### src/rtl/fetch_queue.sv
// fetch_queue: instruction fetch unit with a small FIFO of fetched entries.
// Holds the PC, fetches one word per cycle when the queue has room and memory
// is ready, and presents the oldest {instr, pc, pc+4} entry to decode.
// A decode redirect flushes the queue and reloads the PC, and takes priority
// over any push or pop in the same cycle.
module fetch_queue #(
  parameter int XLEN    = 32,
  parameter int DEPTH   = 4,
  parameter int IMEM_AW = 6,
  parameter logic [XLEN-1:0] RESET_PC = {XLEN{1'b0}}
) (
  input  logic                       clk,
  input  logic                       reset,
  input  logic                       redirect,
  input  logic [XLEN-1:0]            redirect_pc,
  output logic                       imem_req,
  output logic [IMEM_AW-1:0]         imem_addr,
  input  logic                       imem_ready,
  input  logic [XLEN-1:0]            imem_rdata,
  output logic                       out_valid,
  input  logic                       out_ready,
  output logic [XLEN-1:0]            instr_out,
  output logic [XLEN-1:0]            pc_out,
  output logic [XLEN-1:0]            pcplus4_out,
  output logic [$clog2(DEPTH+1)-1:0] count
);

  localparam int PW = $clog2(DEPTH);
  localparam int CW = $clog2(DEPTH+1);
  localparam logic [CW-1:0]   FULL_C  = CW'(DEPTH);
  localparam logic [CW-1:0]   ONE_C   = CW'(1'b1);
  localparam logic [CW-1:0]   ZERO_C  = {CW{1'b0}};
  localparam logic [PW-1:0]   PONE_C  = PW'(1'b1);
  localparam logic [PW-1:0]   PZERO_C = {PW{1'b0}};
  localparam logic [XLEN-1:0] FOUR_C  = XLEN'(32'd4);

  logic [XLEN-1:0] pc_r;
  logic [PW-1:0]   head_r;
  logic [PW-1:0]   tail_r;
  logic [CW-1:0]   count_r;

  logic [XLEN-1:0] instr_mem_r [DEPTH];
  logic [XLEN-1:0] pc_mem_r    [DEPTH];
  logic [XLEN-1:0] pcp4_mem_r  [DEPTH];

  logic [XLEN-1:0] pc_plus4_s;
  logic            push_s;
  logic            pop_s;
  logic [XLEN-1:0] pc_nxt_s;
  logic [PW-1:0]   head_nxt_s;
  logic [PW-1:0]   tail_nxt_s;
  logic [CW-1:0]   count_nxt_s;

  // pc+4 wraps naturally modulo 2^XLEN
  assign pc_plus4_s = pc_r + FOUR_C;

  assign imem_addr   = pc_r[IMEM_AW+1:2];
  assign count       = count_r;
  assign instr_out   = instr_mem_r[head_r];
  assign pc_out      = pc_mem_r[head_r];
  assign pcplus4_out = pcp4_mem_r[head_r];

  // Handshake decode: redirect masks both request and head-valid
  always_comb begin
    imem_req  = 1'b0;
    out_valid = 1'b0;
    if (redirect) begin
      imem_req  = 1'b0;
      out_valid = 1'b0;
    end else begin
      imem_req  = (count_r < FULL_C);
      out_valid = (count_r != ZERO_C);
    end
  end

  // Reset low still shows a request but must never commit a push
  assign push_s = imem_req && imem_ready && reset;
  assign pop_s  = out_valid && out_ready;

  // Next-state for PC, pointers and occupancy; redirect wins over everything
  always_comb begin
    pc_nxt_s    = pc_r;
    head_nxt_s  = head_r;
    tail_nxt_s  = tail_r;
    count_nxt_s = count_r;
    if (redirect) begin
      pc_nxt_s    = {redirect_pc[XLEN-1:2], 2'b00};
      head_nxt_s  = PZERO_C;
      tail_nxt_s  = PZERO_C;
      count_nxt_s = ZERO_C;
    end else begin
      if (push_s) begin
        pc_nxt_s   = pc_plus4_s;
        tail_nxt_s = tail_r + PONE_C;
      end else begin
        pc_nxt_s   = pc_r;
        tail_nxt_s = tail_r;
      end
      if (pop_s) begin
        head_nxt_s = head_r + PONE_C;
      end else begin
        head_nxt_s = head_r;
      end
      case ({push_s, pop_s})
        2'b10:   count_nxt_s = count_r + ONE_C;
        2'b01:   count_nxt_s = count_r - ONE_C;
        default: count_nxt_s = count_r;
      endcase
    end
  end

  // Control state registers with asynchronous active-low reset
  always_ff @(posedge clk or negedge reset) begin
    if (!reset) begin
      pc_r    <= RESET_PC;
      head_r  <= PZERO_C;
      tail_r  <= PZERO_C;
      count_r <= ZERO_C;
    end else begin
      pc_r    <= pc_nxt_s;
      head_r  <= head_nxt_s;
      tail_r  <= tail_nxt_s;
      count_r <= count_nxt_s;
    end
  end

  // Entry storage: written at the tail on each accepted fetch
  always_ff @(posedge clk) begin
    if (push_s && !redirect) begin
      instr_mem_r[tail_r] <= imem_rdata;
      pc_mem_r[tail_r]    <= pc_r;
      pcp4_mem_r[tail_r]  <= pc_plus4_s;
    end
  end

endmodule

### config.mk
export PLATFORM = sky130hd
export DESIGN_NAME = fetch_queue
export DESIGN_NICKNAME = d
export VERILOG_FILES = /design/src/rtl/fetch_queue.sv
export SDC_FILE = /design/constraint.sdc
export NUM_CORES = 1
export LEC_CHECK = 0
export ABC_AREA = 1
export CORE_MARGIN = 2
export CORE_UTILIZATION = 35
export CTS_BUF_LIST = sky130_fd_sc_hd__clkbuf_8
export DETAILED_ROUTE_END_ITERATION = 7
export PLACE_DENSITY = 0.61
export SYNTH_ARGS = -nofsm -noshare
export SYNTH_HDL_FRONTEND = slang
export SYNTH_SLANG_ARGS = --single-unit
### constraint.sdc
create_clock -name clk -period 7.4 [get_ports clk]
set_clock_uncertainty 0.15 [all_clocks]
set_input_delay 0.74 -clock clk [delete_from_list [all_inputs] [get_ports clk]]
set_output_delay 0.74 -clock clk [all_outputs]
set_load 0.01 [all_outputs]
# Yosys cells after proc, flatten, opt, wreduce, memory -nomap -nowiden
# Memories as Yosys holds them, arrays and structs flattened.
# Cells that the tools add are included.
totals:
  register_bits: 39
  ramBits: 384
  in_bits: 69
  output_inout_bits: 107
  word_cells: 36
  memories: 3
op_classes:
  addsub: 5
  magnitude_cmp: 1
  n_eq_ne: 2
  n_mux: 12
  reduce_logical: 9
memory_table:
  columns: ["name", "words", "width", "rd", "rd_clocked_by_memory_dff", "write_ports", "line", "text"]
  rows:
  - ["instr_mem_r", 4, 32, 1, 0, 1, "42", "logic [XLEN-1:0] instr_mem_r [DEPTH];"]
  - ["pc_mem_r", 4, 32, 1, 0, 1, "43", "logic [XLEN-1:0] pc_mem_r [DEPTH];"]
  - ["pcp4_mem_r", 4, 32, 1, 0, 1, "44", "logic [XLEN-1:0] pcp4_mem_r [DEPTH];"]
ops:
  columns: ["cell", "n"]
  rows:
  - ["32-bit 2-to-1 mux", 2]
  - ["32-bit by 3-bit adder with 32-bit output (second input constant)", 1]
  - ["2-bit 2-to-1 mux", 4]
  - ["3-bit case mux with 2 select lines", 1]
  - ["3-bit nonzero test", 2]
  - ["2-bit by 1-bit adder with 2-bit output (second input constant)", 2]
  - ["1-bit logical AND", 4]
  - ["1-bit 2-to-1 mux", 4]
  - ["2-bit nonzero test", 2]
  - ["3-bit by 1-bit adder with 3-bit output (second input constant)", 1]
  - ["3-bit < comparator (second input constant)", 1]
  - ["3-bit 2-to-1 mux", 1]
  - ["3-bit by 1-bit subtractor with 3-bit output (second input constant)", 1]
  - ["2-bit by 1-bit == test with 1-bit output (second input constant)", 1]
  - ["2-bit == test (second input constant)", 1]
  - ["1-bit logical NOT", 1]

# Depth between registers and ports, before layout
depth:
  ltp_word: 7
  mapped_depth: 12
  mapped_depth_nobuf: 11

# Worst setup path after synthesis
# No wires, ideal clock.
synth_timing:
  path_type: "input port to flip-flop"
  from: "in redirect"
  to: "mem instr_mem_r[0][0] (enable)"
  setup_time_ns: 0.543
  t_arrival_ns: 5.131
  required_ns: 6.707
  setup_slack_ns: 1.576
  stages: 5
  path_buffers: 2
  path_cell_list: "buf_4 > nor2_4 > nand3_2 > buf_2 > nor2_1"
synth_via:
  elab_chain_cells: 6
  elab_cells_between_ends: 7
  cone_classes: "mux (3); reduce/logical (4)"
synth_rtl:
  columns: ["element", "line", "text"]
  rows:
  - ["from (decl)", "14", "input logic redirect,"]
  - ["1-bit 2-to-1 mux", "67", "if (redirect) begin"]
  - ["named net imem_req", "16", "output logic imem_req,"]
  - ["1-bit logical AND (2 in series)", "77", "assign push_s = imem_req && imem_ready && reset;"]
  - ["1-bit logical AND", "129", "if (push_s && !redirect) begin"]
  - ["1-bit 2-to-1 mux", "129", null]
  - ["1-bit 2-to-1 mux (not written as such)", "130", "instr_mem_r[tail_r] <= imem_rdata;"]
  - ["to (decl)", "42", null]
# The timed path passes the listed nets, and every way through them passes these cells.

# Worst setup path in the final report
layout_timing:
  from: "reg head_r[1]"
  to: "out pc_out[23]"
layout_via:
  elab_chain_cells: 1
layout_rtl:
  columns: ["element", "line", "text"]
  rows:
  - ["from (decl)", "38", "logic [PW-1:0] head_r;"]
  - ["from (signal assigned)", "121", "head_r <= head_nxt_s;"]
  - ["memory read 4 x 32 bit", null, null]
  - ["to (decl)", "23", "output logic [XLEN-1:0] pc_out,"]
# No other way between the ends.

==> results.json <==
{
  "outcome": "finished clean",
  "fp.dieArea_um2": 48800,
  "arrival_ps": 3930,
  "area_delta_synth_final_pct": 21.1,
  "htree_levels": 3,
  "core_area_um2": 46500,
  "dp_hpwl_mm": 24.4,
  "intPower_uw": 4280,
  "die_w_um": 221,
  "post-cts-setup-buffers": 0,
  "r2r-start": "count[2]",
  "max-slew-margin-rel": 0.203,
  "final_cell_mix": "368 x edfxtp_1, 221 x nor2_1, 201 x o21ai_0, 199 x nand2_1, 168 x clkdlybuf4s50_1",
  "slew_viol_final": 0,
  "cp_slowest_cell": "dfrtp_2",
  "setup_viol": 0,
  "holdWs_ps": 42.7,
  "grt_pass1_vias": 10600,
  "drc": 0,
  "critPathLaunch": "head_r[1]",
  "finalCritPeriodShare": 0.652,
  "crit_required_ps": 6510,
  "viasPerCell": 4.96,
  "cts-buffers-inserted": 69,
  "clkPwrFrac": 0.304,
  "gp_congestion": 0.844,
  "core.rowCount": 79,
  "grt_max_degree": 119,
  "grt_pass1_wl_mm": 62.5,
  "hold_class": "input port to asynchronous set/reset pin",
  "ctsResizeCount": 0,
  "vias": 10800,
  "final.setup.tns_ps": 0,
  "clock.fmax_mhz": 207,
  "max_stage_delay_ps": 760,
  "firstDrtPassIters": 5,
  "reg2reg_depth": 4,
  "wl_per_cell_um": 18.9,
  "powerDensity_nw_per_um2": 309,
  "path_clk_slew_ps": 60,
  "hold_viol_final": 0,
  "finalCriticalPeriod_ps": 4820,
  "syn_area_um2": 16500,
  "crit_type": "flop to output pin",
  "cts-root-buf": "clkbuf_8",
  "syn_inst": 1351,
  "finalWirelength_mm": 41.3,
  "synth_area_per_cell_um2": 12.2,
  "power_switching_uw": 1880,
  "wl_met1_mm": 18.1,
  "r2r_setup_slack_ps": 4230,
  "antenna_found_initial": 0,
  "ys_ff_latch": 405,
  "clock-sinks": 405,
  "reg2reg_to": "instr_mem_r[0][31]",
  "max_cap_violations": 0,
  "initial_core_util": 0.354,
  "combPwrFrac": 0.249,
  "worst_setup_path_start_kind": "flop",
  "rsz0062_at_grt": "false",
  "numPortBuffers": 169,
  "drive_above_1_share": 0.0889,
  "nFillCells": 4284,
  "wl_met2_mm": 19.6,
  "drtIter0Drc": 810,
  "end_kind": "output pin",
  "final_nets": 1602,
  "routed.top_layer": "met4",
  "synth.distinct_cells": 30,
  "synth.yosys.seq_area_share": 0.727,
  "cts_tree": "done",
  "fp.dieH_um": 221,
  "irDropWorstVdd_v": 0.000114,
  "clockBufferDepth": 3,
  "p_seq_frac": 0.447,
  "worst_slew_pin_slew_ps": 1190,
  "worstPathMaxFanout": 63,
  "cts_hold_buffers": 0,
  "switching_share": 0.305,
  "wl_met3_mm": 2.69,
  "crit_chain": "inv_2 -> buf_4 -> o21ai_0 -> o22ai_1 -> clkdlybuf4s50_1",
  "n_antenna_cell": 0,
  "grt_overflow": 0,
  "clock_latency_ps": 640,
  "ant_nets": 0,
  "final_common_cell": "edfxtp_1",
  "p_leak_uw": 0.00705,
  "yosysWarnings": 0,
  "io_pins": 176,
  "track_usage": 0.167
}
## layout make-up
type,instances,area [µm²],share of cell area
clock buffers,75,1030,0.0518
clock inverters,44,243,0.0122
inverters,70,265,0.0133
multi-input cells,798,3840,0.193
flip-flops and latches,405,12000,0.601
well taps,607,759,0.0381
repair buffers,183,1820,0.0911
## kinds of logic after synthesis
| family | Yosys count | share of synthesized area |
|---|---|---|
| and+or+nand+nor | 469 | 0.115 |
| DFF | 405 | 0.727 |
| AOI/OAI and AO/OA | 303 | 0.100 |
| buffers and inverters | 151 | 0.0416 |
| xor gates and xnor gates | 16 | 0.0103 |
| adders and majority gates | 6 | 0.00502 |
| other | 1 | 0.000228 |
## state kept, by name, indices dropped and copies added, names as in the netlist
register     flops
pc_r            30
head_r           2
pc_mem_r       120
pcp4_mem_r     120
count            3
tail_r           2
instr_mem_r    128
## metrics by stage
stage / setup WS (ps) / std cells / util / instance area [µm²] / power [µW]
floorplan: 1580 / 1354 / - / 16500 / 3560
global placement: 3110 / 2063 / 0.402 / 18700 / 4340
detailed placement: 3080 / 2063 / 0.402 / 18700 / 4360
CTS: 2450 / 2182 / 0.429 / 19900 / 6250
global route: 2240 / 2182 / 0.429 / 19900 / 6470
finish: 2580 / 2182 / 0.429 / 19900 / 6160
## per-layer routing
| layer | vias to the layer above | GRT usage |
|---|---|---|
| met5 | - | 0 |
| met2 | 305 | 0.265 |
| met4 | 0 | 0.0632 |
| li1 | 5113 | - |
| met3 | 59 | 0.0390 |
| met1 | 5349 | 0.222 |
## power by group through the flow
stage | clock [µW] | sequential (µW) | combinational [µW]
floorplan | 0 | 2730 | 829
global placement | 0 | 2790 | 1540
detailed placement | 0 | 2800 | 1560
CTS | 1930 | 2750 | 1570
global route | 2030 | 2770 | 1670
finish | 1870 | 2750 | 1530
## critical path, delay by kind of cell, from the launching register on
family                 cells  cell delay [ps]
AOI/OAI and AO/OA          2              540
DFF                        1              760
buffers and inverters      3             1990
## how the worst max path moves through the flow
stage | depth (start not counted) | end | slack (ps)
after global routing | 5 | pc_out[23] | 2240
after CTS | 5 | pc_out[23] | 2450
after floorplan | 5 | instr_mem_r[0][0] | 1580
after detailed placement | 6 | pc_mem_r[0][16] | 3080
final | 5 | pc_out[23] | 2580
after global placement | 5 | pc_out[23] | 3110
## cell usage after synthesis, drive strengths merged
cell type | count | area (µm²)
clkbuf | 42 | 158
nand2 | 205 | 790
xnor2 | 2 | 17.5
dfrtp | 37 | 926
conb | 1 | 3.75
edfxtp | 368 | 11100
nand3 | 24 | 125
ha | 5 | 62.6
nor2 | 239 | 972
o22ai | 93 | 582
o211ai | 4 | 30.0
a31oi | 1 | 6.26
o31ai | 1 | 7.51
xor2 | 14 | 153
nand4 | 1 | 6.26
o21ai | 202 | 1010
buf | 39 | 265
fa | 1 | 20.0
a21oi | 2 | 17.5
inv | 70 | 263
Power figures use the tool's default switching activity.
